[src/rtl/router_pkg.sv]
// Shared constants and header helpers for the router destination ports.
package router_pkg;

    localparam int DATA_W_DEF  = 8;
    localparam int DEPTH_DEF   = 16;
    localparam int TIMEOUT_DEF = 30;
    localparam int LEN_LSB     = 2;

    // Bytes that follow a header: payload length plus the trailing parity byte.
    function automatic logic [31:0] pkt_byte_count(input logic [31:0] hdr);
        return (hdr >> LEN_LSB) + 32'd1;
    endfunction

endpackage

[src/rtl/router_sync_fifo_mem.sv]
// Register-array storage for the destination FIFO: one write port, one asynchronous read port.
module router_sync_fifo_mem #(
    parameter int AW = 4,
    parameter int W  = 9
) (
    input  logic          clock,
    input  logic          resetn,
    input  logic          wr_en,
    input  logic [AW-1:0] wr_addr,
    input  logic [W-1:0]  wr_data,
    input  logic [AW-1:0] rd_addr,
    output logic [W-1:0]  rd_data
);

    localparam int N = 1 << AW;

    logic [W-1:0] mem_r [N];

    // Storage array write; cleared on reset so no stale entry survives.
    always_ff @(posedge clock or negedge resetn) begin
        if (!resetn) begin
            for (int i = 0; i < N; i++) begin
                mem_r[i] <= {W{1'b0}};
            end
        end else if (wr_en) begin
            mem_r[wr_addr] <= wr_data;
        end
    end

    assign rd_data = mem_r[rd_addr];

endmodule

[src/rtl/router_dst_port.sv]
// Destination output port: packet-aware FIFO with valid/read handshake,
// last-byte tracking and a stalled-read timeout flush.
module router_dst_port
    import router_pkg::*;
#(
    parameter int DATA_W  = DATA_W_DEF,
    parameter int DEPTH   = DEPTH_DEF,
    parameter int TIMEOUT = TIMEOUT_DEF
) (
    input  logic                       clock,
    input  logic                       resetn,
    input  logic                       wr_en,
    input  logic                       lfd,
    input  logic [DATA_W-1:0]          data_in,
    input  logic                       read_enb,
    output logic [DATA_W-1:0]          data_out,
    output logic                       valid_out,
    output logic                       full,
    output logic [$clog2(DEPTH):0]     count,
    output logic                       last_out,
    output logic                       soft_reset
);

    localparam int AW    = $clog2(DEPTH);
    localparam int PTR_W = AW + 1;
    localparam int TMR_W = $clog2(TIMEOUT + 1);
    localparam int REM_W = DATA_W - LEN_LSB + 1;

    logic [PTR_W-1:0]  wr_ptr_r;
    logic [PTR_W-1:0]  rd_ptr_r;
    logic [PTR_W-1:0]  count_r;
    logic [TMR_W-1:0]  timer_r;
    logic [REM_W-1:0]  rem_r;
    logic [DATA_W-1:0] data_out_r;
    logic              last_out_r;
    logic              soft_reset_r;

    logic [DATA_W:0]   rd_entry_s;
    logic [REM_W-1:0]  rem_load_s;
    logic              valid_s;
    logic              full_s;
    logic              rd_acc_s;
    logic              wr_acc_s;
    logic              stall_s;
    logic              flush_s;

    assign valid_s  = (count_r != {PTR_W{1'b0}});
    assign full_s   = (wr_ptr_r[AW] != rd_ptr_r[AW]) && (wr_ptr_r[AW-1:0] == rd_ptr_r[AW-1:0]);
    assign stall_s  = valid_s && !read_enb;
    assign flush_s  = stall_s && (timer_r == TMR_W'(TIMEOUT - 1));
    assign rd_acc_s = read_enb && valid_s;
    // A pop frees the slot on the same edge, so a full FIFO still takes a write alongside a read.
    assign wr_acc_s = wr_en && (!full_s || rd_acc_s) && !flush_s;

    assign rem_load_s = REM_W'(pkt_byte_count(32'(rd_entry_s[DATA_W-1:0])));

    router_sync_fifo_mem #(
        .AW (AW),
        .W  (DATA_W + 1)
    ) u_mem (
        .clock   (clock),
        .resetn  (resetn),
        .wr_en   (wr_acc_s),
        .wr_addr (wr_ptr_r[AW-1:0]),
        .wr_data ({lfd, data_in}),
        .rd_addr (rd_ptr_r[AW-1:0]),
        .rd_data (rd_entry_s)
    );

    // Pointer and occupancy bookkeeping.
    always_ff @(posedge clock or negedge resetn) begin
        if (!resetn) begin
            wr_ptr_r <= {PTR_W{1'b0}};
            rd_ptr_r <= {PTR_W{1'b0}};
            count_r  <= {PTR_W{1'b0}};
        end else if (flush_s) begin
            wr_ptr_r <= {PTR_W{1'b0}};
            rd_ptr_r <= {PTR_W{1'b0}};
            count_r  <= {PTR_W{1'b0}};
        end else begin
            if (wr_acc_s) begin
                wr_ptr_r <= wr_ptr_r + PTR_W'(1);
            end
            if (rd_acc_s) begin
                rd_ptr_r <= rd_ptr_r + PTR_W'(1);
            end
            case ({wr_acc_s, rd_acc_s})
                2'b10:   count_r <= count_r + PTR_W'(1);
                2'b01:   count_r <= count_r - PTR_W'(1);
                default: count_r <= count_r;
            endcase
        end
    end

    // Stall timer and the one-cycle timeout pulse.
    always_ff @(posedge clock or negedge resetn) begin
        if (!resetn) begin
            timer_r      <= {TMR_W{1'b0}};
            soft_reset_r <= 1'b0;
        end else begin
            soft_reset_r <= flush_s;
            if (stall_s && !flush_s) begin
                timer_r <= timer_r + TMR_W'(1);
            end else begin
                timer_r <= {TMR_W{1'b0}};
            end
        end
    end

    // Read data register and remaining-bytes tracking for last_out.
    always_ff @(posedge clock or negedge resetn) begin
        if (!resetn) begin
            data_out_r <= {DATA_W{1'b0}};
            last_out_r <= 1'b0;
            rem_r      <= {REM_W{1'b0}};
        end else if (flush_s) begin
            data_out_r <= {DATA_W{1'b0}};
            last_out_r <= 1'b0;
            rem_r      <= {REM_W{1'b0}};
        end else if (rd_acc_s) begin
            data_out_r <= rd_entry_s[DATA_W-1:0];
            if (rd_entry_s[DATA_W]) begin
                rem_r      <= rem_load_s;
                last_out_r <= 1'b0;
            end else if (rem_r != {REM_W{1'b0}}) begin
                rem_r      <= rem_r - REM_W'(1);
                last_out_r <= (rem_r == REM_W'(1));
            end else begin
                last_out_r <= 1'b0;
            end
        end
    end

    assign data_out   = data_out_r;
    assign last_out   = last_out_r;
    assign soft_reset = soft_reset_r;
    assign valid_out  = valid_s;
    assign full       = full_s;
    assign count      = count_r;

endmodule

[config.mk]
export PLATFORM = sky130hd
export DESIGN_NAME = router_dst_port
export DESIGN_NICKNAME = d
export VERILOG_FILES = /design/src/rtl/router_pkg.sv /design/src/rtl/router_sync_fifo_mem.sv /design/src/rtl/router_dst_port.sv
export SDC_FILE = /design/constraint.sdc
export NUM_CORES = 1
export LEC_CHECK = 0
export BUFFER_PORTS_ARGS = -buffer_cell sky130_fd_sc_hd__buf_2
export CAP_MARGIN = 15
export CORE_ASPECT_RATIO = 1.1
export CORE_UTILIZATION = 40
export DETAILED_ROUTE_END_ITERATION = 8
export HOLD_SLACK_MARGIN = 0.1
export SETUP_SLACK_MARGIN = 0.1
export SYNTH_ARGS = -nofsm -noshare
export SYNTH_HDL_FRONTEND = slang
export SYNTH_SLANG_ARGS = --single-unit
[constraint.sdc]
create_clock -name clock -period 4.2 [get_ports clock]
set_input_delay 0 -clock clock [delete_from_list [all_inputs] [get_ports clock]]
set_output_delay 0 -clock clock [all_outputs]
set_load 0.05 [all_outputs]
# Word-level counts from Yosys, hierarchy flattened
# Index checks and enable logic that the tools add are counted.
# Widths: inputs -> output; s select.
word_totals:
  register_bits: 181
  latchBits: 0
  ramBits: 0
  rom_bits: 0
  output_inout_bits: 17
  elab_cells: 84
  mem_count: 0
op_classes:
  addsub: 7
  multipliers: 0
  div: 0
  magnitude_cmp: 3
  eq_ne: 6
  shifts: 0
  muxes: 23
  n_bitwise: 2
  n_reduce_logical: 19
ops:
  columns: ["operator", "n"]
  rows:
  - ["$bwmux 144", 1]
  - ["$bmux 9 s4", 1]
  - ["$demux 9 s4", 1]
  - ["$mux 5", 6]
  - ["$mux 7", 4]
  - ["$mux 9", 3]
  - ["$add 5x1->5 const B", 4]
  - ["$mux 8", 2]
  - ["$ge 5x5->1 const B", 2]
  - ["$not 4->5", 2]
  - ["$pmux 5 s2", 1]
  - ["$logic_and 1x1->1", 8]
  - ["$add 6x1->7 const B", 1]
  - ["$eq 7x1->1 const B", 1]
  - ["$reduce_bool 7->1", 1]
  - ["$sub 7x1->7 const B", 1]
  - ["$reduce_bool 3->1", 2]
  - ["$eq 5x5->1 const B", 1]
  - ["$lt 5x1->1 const B", 1]
  - ["$reduce_bool 5->1", 1]
  - ["$sub 5x1->5 const B", 1]
  - ["$eq 4x4->1", 1]
  - ["$mux 1", 4]
  - ["$reduce_bool 2->1", 2]
  - ["6 further kinds", 8]

# Logic depth before layout (Yosys ltp)
# Gate-level depths: netlist of run 1.
depth:
  ltp_word: 9
  mapped_depth: 12
  ltp_nobuf: 11

# Modules after synthesis
# Synthesis of run 1 repeated with hierarchy kept, for this count alone.
hier_totals:
  cells_unflattened: 621
  hier_area_um2: 8789.7
modules_own_cells:
  columns: ["mod", "instances", "cells_each", "area_per_inst_um2"]
  rows:
  - ["router_sync_fifo_mem", 1, 406, 6637.6]
  - ["router_dst_port", 1, 215, 2152.1]

# Worst setup path after synthesis of run 1
# No wires, ideal clock.
synth_timing:
  path_type: "reg2reg"
  start: "register count_r[0], in the netlist count[0]"
  end: "register count_r[4], in the netlist count[4]"
  arrival_time_ns: 2.877
  slack_ns: 1.241
  stages_incl_launch_ff: 13
  path_buffers: 1
  cell_sequence: "dfrtp_1 -> or4_1 -> buf_2 -> o21a_1 -> nand2_1 -> inv_1 -> ha_1 -> nor2b_1 -> o21ai_0 -> and2_1 -> o31a_1 -> o21a_1 -> o21ai_0"
synth_between:
  elab_chain_cells: 8
  elab_cells_between_ends: 15
  classes_between: "2 x add/sub; 2 x eq/ne; 2 x mux; 9 x reduce/logical"
synth_rtl:
  columns: ["element", "line", "rtl"]
  rows:
  - ["from (decl)", "router_dst_port.sv:31", "logic [PTR_W-1:0] count_r;"]
  - ["from (signal assigned)", "router_dst_port.sv:75", "count_r <= {PTR_W{1'b0}};"]
  - ["from (signal assigned)", "router_dst_port.sv:79", "count_r <= {PTR_W{1'b0}};"]
  - ["from (signal assigned)", "router_dst_port.sv:88", "2'b10: count_r <= count_r + PTR_W'(1);"]
  - ["$reduce_bool 5->1", "router_dst_port.sv:47", "assign valid_s = (count_r != {PTR_W{1'b0}});"]
  - ["$logic_and 1x1->1 (on tied branches)", "router_dst_port.sv:51, router_dst_port.sv:49", null]
  - ["$logic_or 1x1->1 or $logic_and 1x1->1 (tied branches)", "router_dst_port.sv:53, router_dst_port.sv:50", null]
  - ["$logic_and 1x1->1 or $logic_not 1->1 (tied branches)", "router_dst_port.sv:53", "assign wr_acc_s = wr_en && (!full_s || rd_acc_s) && !flush_s;"]
  - ["$logic_and 1x1->1", "router_dst_port.sv:53", null]
  - ["$eq 2x1->1 or $eq 2x2->1 (tied branches)", "router_dst_port.sv:87", "case ({wr_acc_s, rd_acc_s})"]
  - ["$pmux 5 s2", "router_dst_port.sv:87", null]
  - ["$mux 5", "router_dst_port.sv:76", "end else if (flush_s) begin"]
# Parallel ways exist; a longest one is shown, timed or not.
# A chain may end at the register's enable or synchronous reset.

# Worst setup path after layout of run 1
# Same ends and word-level chain as after synthesis.

==> results.json, run 1 <==
{
  "wl_um": 20500,
  "holdCritPathClass": "in -> async",
  "grt_max_degree": 99,
  "ys_ff_latch": 181,
  "syn_nets": 661,
  "ys_seq_area_frac": 0.516,
  "power_mw": 8.33,
  "start_kind": "register",
  "ir_drop_uv": 408,
  "core.rowCount": 56,
  "synth_warnings": 0,
  "rsz0062_at_grt": "false",
  "place_area_um2": 9190,
  "mostFrequentLayoutCell": "dfrtp_1",
  "antenna_found_initial": 0,
  "pin_count": 30,
  "fillers": 1905,
  "design.core.area_um2": 21400,
  "worst_pin_slew_ns": 0.909,
  "ys.flop_type": "dfrtp_1",
  "nets": 698,
  "status": "complete, no violations",
  "tritoncts": "built",
  "pwr_density_cell_nw_per_um2": 837,
  "die_h_um": 157,
  "clockBufferDepth": 2,
  "netlist.area_leader.share": 0.516,
  "skew_ns": 0.00834,
  "initial_core_util": 0.409,
  "required_ns": 4.52,
  "num_antenna_cells": 0,
  "gp_congestion": 0.781,
  "cts_root_buf": "clkbuf_16",
  "io_buffers": 29,
  "area_growth_pct": 13.5,
  "rrSetupSlack_ns": 0.90,
  "grt_util_all_layers": 0.197,
  "setup_violations": 0,
  "finalCritPeriodShare": 0.786,
  "drive_gt1_frac": 0.408,
  "die_area_um2": 22500,
  "worstRegToRegCells": 11,
  "synth_area_um2": 8770,
  "fin_crit_ns": 3.30,
  "syn_inst": 633,
  "cts_sinks": 181,
  "grt_pass1_vias": 5630,
  "syn_avg_cell_area_um2": 13.9,
  "leakage_nw": 4.34,
  "cts_max_level": 4,
  "maxCapViolations": 0,
  "drc_errors": 0,
  "cts_setup_buffers": 0,
  "worstSetupEndpointType": "register",
  "mostFrequentLayoutCells": "dfrtp_1, mux2_2, nand2_1, mux4_2, buf_2",
  "clk_latency_ns": 0.44,
  "async_flop_share": 1.00,
  "fin_area_um2": 9960,
  "multiInputGateArea_um2": 4010,
  "critPathArrivalTime_ns": 3.62,
  "relSlewSlack": 0.394,
  "max_freq_mhz": 303,
  "crit_fanout": 22,
  "tns_ns": 0,
  "cts-resized-gates": 0,
  "grt_pass1_wl_um": 32300,
  "drt_iter0_drc": 244,
  "timing.final.hold_violations": 0,
  "wire_per_inst_um": 21.1,
  "synth_edf_count": 0,
  "crit_type": "reg -> reg",
  "dp_hpwl_um": 13100,
  "drtAntennaViolNets": 0,
  "die_w_um": 143,
  "synth.area.top_cells": "dfrtp_1, mux2_2, mux4_2, ha_1, nand2_1",
  "synthDistinctLibCells": 56,
  "grt-ovfl-total": 0,
  "reg2reg_to": "count[4]$_DFFE_PN0P_",
  "viasPerCell": 5.51,
  "clk_pin_slew_worst_paths_ns": 0.07,
  "firstDrtPassIters": 4,
  "cts_made_buffers": 17,
  "drv_slew": 0,
  "yosysTopAreaCell": "dfrtp_1",
  "regArea_um2": 4530,
  "vias": 5363,
  "r2r_start": "count[0]$_DFFE_PN0P_"
}
## cell families after synthesis
| family | Yosys count | share of synthesized area |
|---|---|---|
| DFF | 181 | 0.516 |
| muxes | 184 | 0.287 |
| AOI/OAI and AO/OA | 70 | 0.0592 |
| and+or+nand+nor | 112 | 0.0672 |
| buffers and inverters | 49 | 0.0265 |
| xor gates and xnor gates | 22 | 0.0220 |
| adders and majority gates | 15 | 0.0222 |
## state kept, by name (all words and copies together), names as in the netlist
name         flops
soft_reset       1
wr_ptr_r         5
count            5
rem_r            7
u_mem.mem_r    144
rd_ptr_r         5
last_out         1
data_out         8
timer_r          5
## worst max-delay path, cell delays in order (launching register included)
cell	delay, ns
dfrtp_1	0.43
or4_1	0.66
o21a_1	0.48
nand2_1	0.22
inv_1	0.11
ha_1	0.33
nor2b_1	0.13
o21ai_0	0.10
and2_1	0.19
o311ai_0	0.29
o21a_1	0.17
o21ai_0	0.06
## repair_timing
item                                    CTS  global route
endpoints found under the hold margin   246             0
hold buffers                             13             0
endpoints found under the setup margin    0             0
## synthesized netlist by cell type (all sizes together) (2+ instances only)
library cell	n
a32oi	2
o31a	2
inv	15
a21oi	11
a211oi	3
mux4	39
buf	15
xor2	14
o31ai	2
a21o	2
and2	2
o21a	2
ha	14
o22ai	3
nand3	10
nor3	2
nand4	8
a22o	4
clkbuf	19
o21ai	21
dfrtp	181
nor2	27
o211ai	2
nand2	48
a22oi	10
nor2b	8
mux2	145
xnor2	8
## per-stage QoR
stage / hold WS (ns) / setup slack, ns / util / instances
after floorplan: -0.296 / 1.24 / - / 633
after global placement: 0.154 / 0.960 / 0.429 / 928
after detailed placement: 0.169 / 0.938 / 0.429 / 928
after CTS: 0.270 / 0.918 / 0.464 / 973
after global routing: 0.331 / 0.658 / 0.464 / 973
final: 0.233 / 0.900 / 0.464 / 973
## routing by layer
| layer | share of wire | GRT usage |
|---|---|---|
| met1 | 0.46 | 0.259 |
| met2 | 0.48 | 0.322 |
| met3 | 0.037 | 0.0408 |
| met4 | 0.021 | 0.0727 |
| met5 | 0 | 0 |
## power breakdown
part	switching, mW	internal, mW
Combinational	1.80	1.70
Sequential	0.541	2.56
Clock	0.722	1.01
## worst max-delay path by stage
stage / startpoint / endpoint / cells after the start
after floorplan: count[0]$_DFFE_PN0P_ / count[4]$_DFFE_PN0P_ / 12
after global placement: count[0]$_DFFE_PN0P_ / count[4]$_DFFE_PN0P_ / 11
after detailed placement: count[0]$_DFFE_PN0P_ / count[4]$_DFFE_PN0P_ / 11
after CTS: count[0]$_DFFE_PN0P_ / count[4]$_DFFE_PN0P_ / 11
after global routing: count[0]$_DFFE_PN0P_ / count[4]$_DFFE_PN0P_ / 11
final: count[0]$_DFFE_PN0P_ / count[4]$_DFFE_PN0P_ / 11
## cell type report
cell class                      instances  share of cell area
Timing Repair Buffer                   52              0.0358
Multi-Input combinational cell        403               0.403
Sequential cell                       181               0.455
Inverter                               15             0.00565
Clock inverter                         15              0.0216
Clock buffer                           17              0.0427
Tap cell                              290              0.0364
(Power assumes the default switching activity.)
==> run 2, diff against run 1 <==
clock period = 3.2 ns   (was 4.2 ns; I/O delays follow)
==> run 2 against run 1 <==
  * Final cell count is 1.0% higher
  * Sequential share of layout area down 0.56 points
  * Global-route usage decreased by 0.55 points
  * Die area unchanged
  * Critical path depth unchanged
  * Routed wire length decreased by 2.3%
==> results.json, run 2 (synthesis gave the netlist of run 1 again) <==
{
  "cts_max_level": 4,
  "num_antenna_cells": 0,
  "ir_drop_uv": 520,
  "holdCritPathClass": "in -> async",
  "die_w_um": 143,
  "worstSetupEndpointType": "register",
  "reg2reg_to": "count[4]$_DFFE_PN0P_",
  "max_freq_mhz": 342,
  "cts_root_buf": "clkbuf_16",
  "r2r_start": "count[0]$_DFFE_PN0P_",
  "tns_ns": 0,
  "cts_sinks": 181,
  "timing.final.hold_violations": 0,
  "rrSetupSlack_ns": 0.28,
  "design.core.area_um2": 21400,
  "start_kind": "register",
  "wire_per_inst_um": 20.4,
  "worst_pin_slew_ns": 0.733,
  "mostFrequentLayoutCell": "dfrtp_1",
  "drt_iter0_drc": 258,
  "die_h_um": 157,
  "clk_latency_ns": 0.43,
  "io_buffers": 29,
  "grt_util_all_layers": 0.192,
  "grt-ovfl-total": 0,
  "worstRegToRegCells": 11,
  "vias": 5378,
  "crit_fanout": 6,
  "largest_reg_flops": 144,
  "drv_slew": 0,
  "gp_congestion": 0.855,
  "setup_violations": 0,
  "core.rowCount": 56,
  "clockBufferDepth": 2,
  "dp_hpwl_um": 12900,
  "grt_max_degree": 78,
  "grt_pass1_wl_um": 31800,
  "fin_area_um2": 10100,
  "nets": 708,
  "drive_gt1_frac": 0.418,
  "finalCritPeriodShare": 0.913,
  "initial_core_util": 0.409,
  "maxCapViolations": 0,
  "die_area_um2": 22500,
  "place_area_um2": 9310,
  "crit_type": "reg -> reg",
  "pwr_density_cell_nw_per_um2": 1090,
  "skew_ns": 0.0110,
  "drc_errors": 0,
  "pin_count": 30,
  "area_growth_pct": 14.9,
  "leakage_nw": 4.42,
  "cts_made_buffers": 17,
  "viasPerCell": 5.47,
  "status": "complete, no violations",
  "fin_crit_ns": 2.92,
  "required_ns": 3.54,
  "tritoncts": "built",
  "antenna_found_initial": 0,
  "clk_pin_slew_worst_paths_ns": 0.07,
  "wl_um": 20000,
  "critPathArrivalTime_ns": 3.26,
  "mostFrequentLayoutCells": "dfrtp_1, mux2_2, nand2_1, mux4_2, buf_2",
  "rsz0062_at_grt": "false",
  "regMostFlops": "u_mem.mem_r",
  "grt_pass1_vias": 5609,
  "drtAntennaViolNets": 0,
  "relSlewSlack": 0.512,
  "firstDrtPassIters": 4
}
==> run 2: cell types whose count changed in the layout (fill, tap and decap cells not counted), moves of 2 or more <==
cell,previous run,this run
clkinv_4,1,3
clkinvlp_4,3,0
clkbuf_8,0,2
buf_12,0,4
buf_4,10,16
==> run 2: cell type report <==
type / count / area, µm²
fillers: 1882 / 11400
flip-flops and latches: 181 / 4530
multi-input cells: 403 / 4020
repair buffers: 62 / 482
clock buffers: 19 / 453
well taps: 290 / 363
clock inverters: 13 / 183
inverters: 15 / 56.3
==> run 2: metrics by stage <==
stage / util / std cells / hold slack [ns] / setup WS [ns] / total power, mW
2_1_floorplan: - / 633 / -0.296 / 0.241 / 7.50
3_3_place_gp: 0.434 / 938 / 0.0811 / 0.351 / 8.61
3_5_place_dp: 0.434 / 938 / 0.0827 / 0.288 / 8.80
4_1_cts: 0.470 / 983 / 0.191 / 0.262 / 11.1
5_1_grt: 0.470 / 983 / 0.230 / 0.113 / 11.7
6_report: 0.470 / 983 / 0.161 / 0.278 / 11.0
==> run 2: critical path, cell delays in order (launching register included) <==
cell	delay (ns)
dfrtp_1	0.44
or4_4	0.60
o21a_1	0.21
nand2_1	0.10
inv_1	0.10
ha_1	0.34
nor2b_1	0.13
o21ai_0	0.10
and2_1	0.19
o31a_1	0.28
o21a_1	0.18
o21ai_1	0.16
==> run 2: worst max-delay path by stage <==
stage,from,end
after floorplan,count[0]$_DFFE_PN0P_,count[4]$_DFFE_PN0P_
after global placement,count[0]$_DFFE_PN0P_,count[4]$_DFFE_PN0P_
after detailed placement,count[0]$_DFFE_PN0P_,count[4]$_DFFE_PN0P_
after CTS,count[0]$_DFFE_PN0P_,count[4]$_DFFE_PN0P_
after global routing,count[0]$_DFFE_PN0P_,count[4]$_DFFE_PN0P_
final,count[0]$_DFFE_PN0P_,count[4]$_DFFE_PN0P_
==> run 2: metal layers <==
| layer | global-route usage | vias to the layer above | wire length, µm | share of wire |
|---|---|---|---|---|
| li1 | - | 2418 | - | - |
| met1 | 0.250 | 2814 | 8820 | 0.44 |
| met2 | 0.315 | 113 | 9850 | 0.49 |
| met3 | 0.0329 | 33 | 789 | 0.039 |
| met4 | 0.0809 | 0 | 579 | 0.029 |
| met5 | 0 | - | 0 | 0 |
==> run 2: timing repair <==
| item | in CTS | in global routing |
|---|---|---|
| endpoints found under the hold margin | 225 | 0 |
| hold buffers | 13 | 0 |
| endpoints found under the setup margin | 0 | 1 |
| setup buffers | 0 | 0 |
| resized for setup | 0 | 3 |
==> run 2: report_power, final <==
| group | internal (mW) | leakage, nW | total, mW | switching, mW |
|---|---|---|---|---|
| registers | 3.36 | 2.25 | 4.03 | 0.675 |
| clock network | 1.30 | 0.313 | 2.26 | 0.956 |
| logic | 2.35 | 1.86 | 4.74 | 2.39 |
| total | 7.01 | 4.42 | 11.0 | 4.02 |
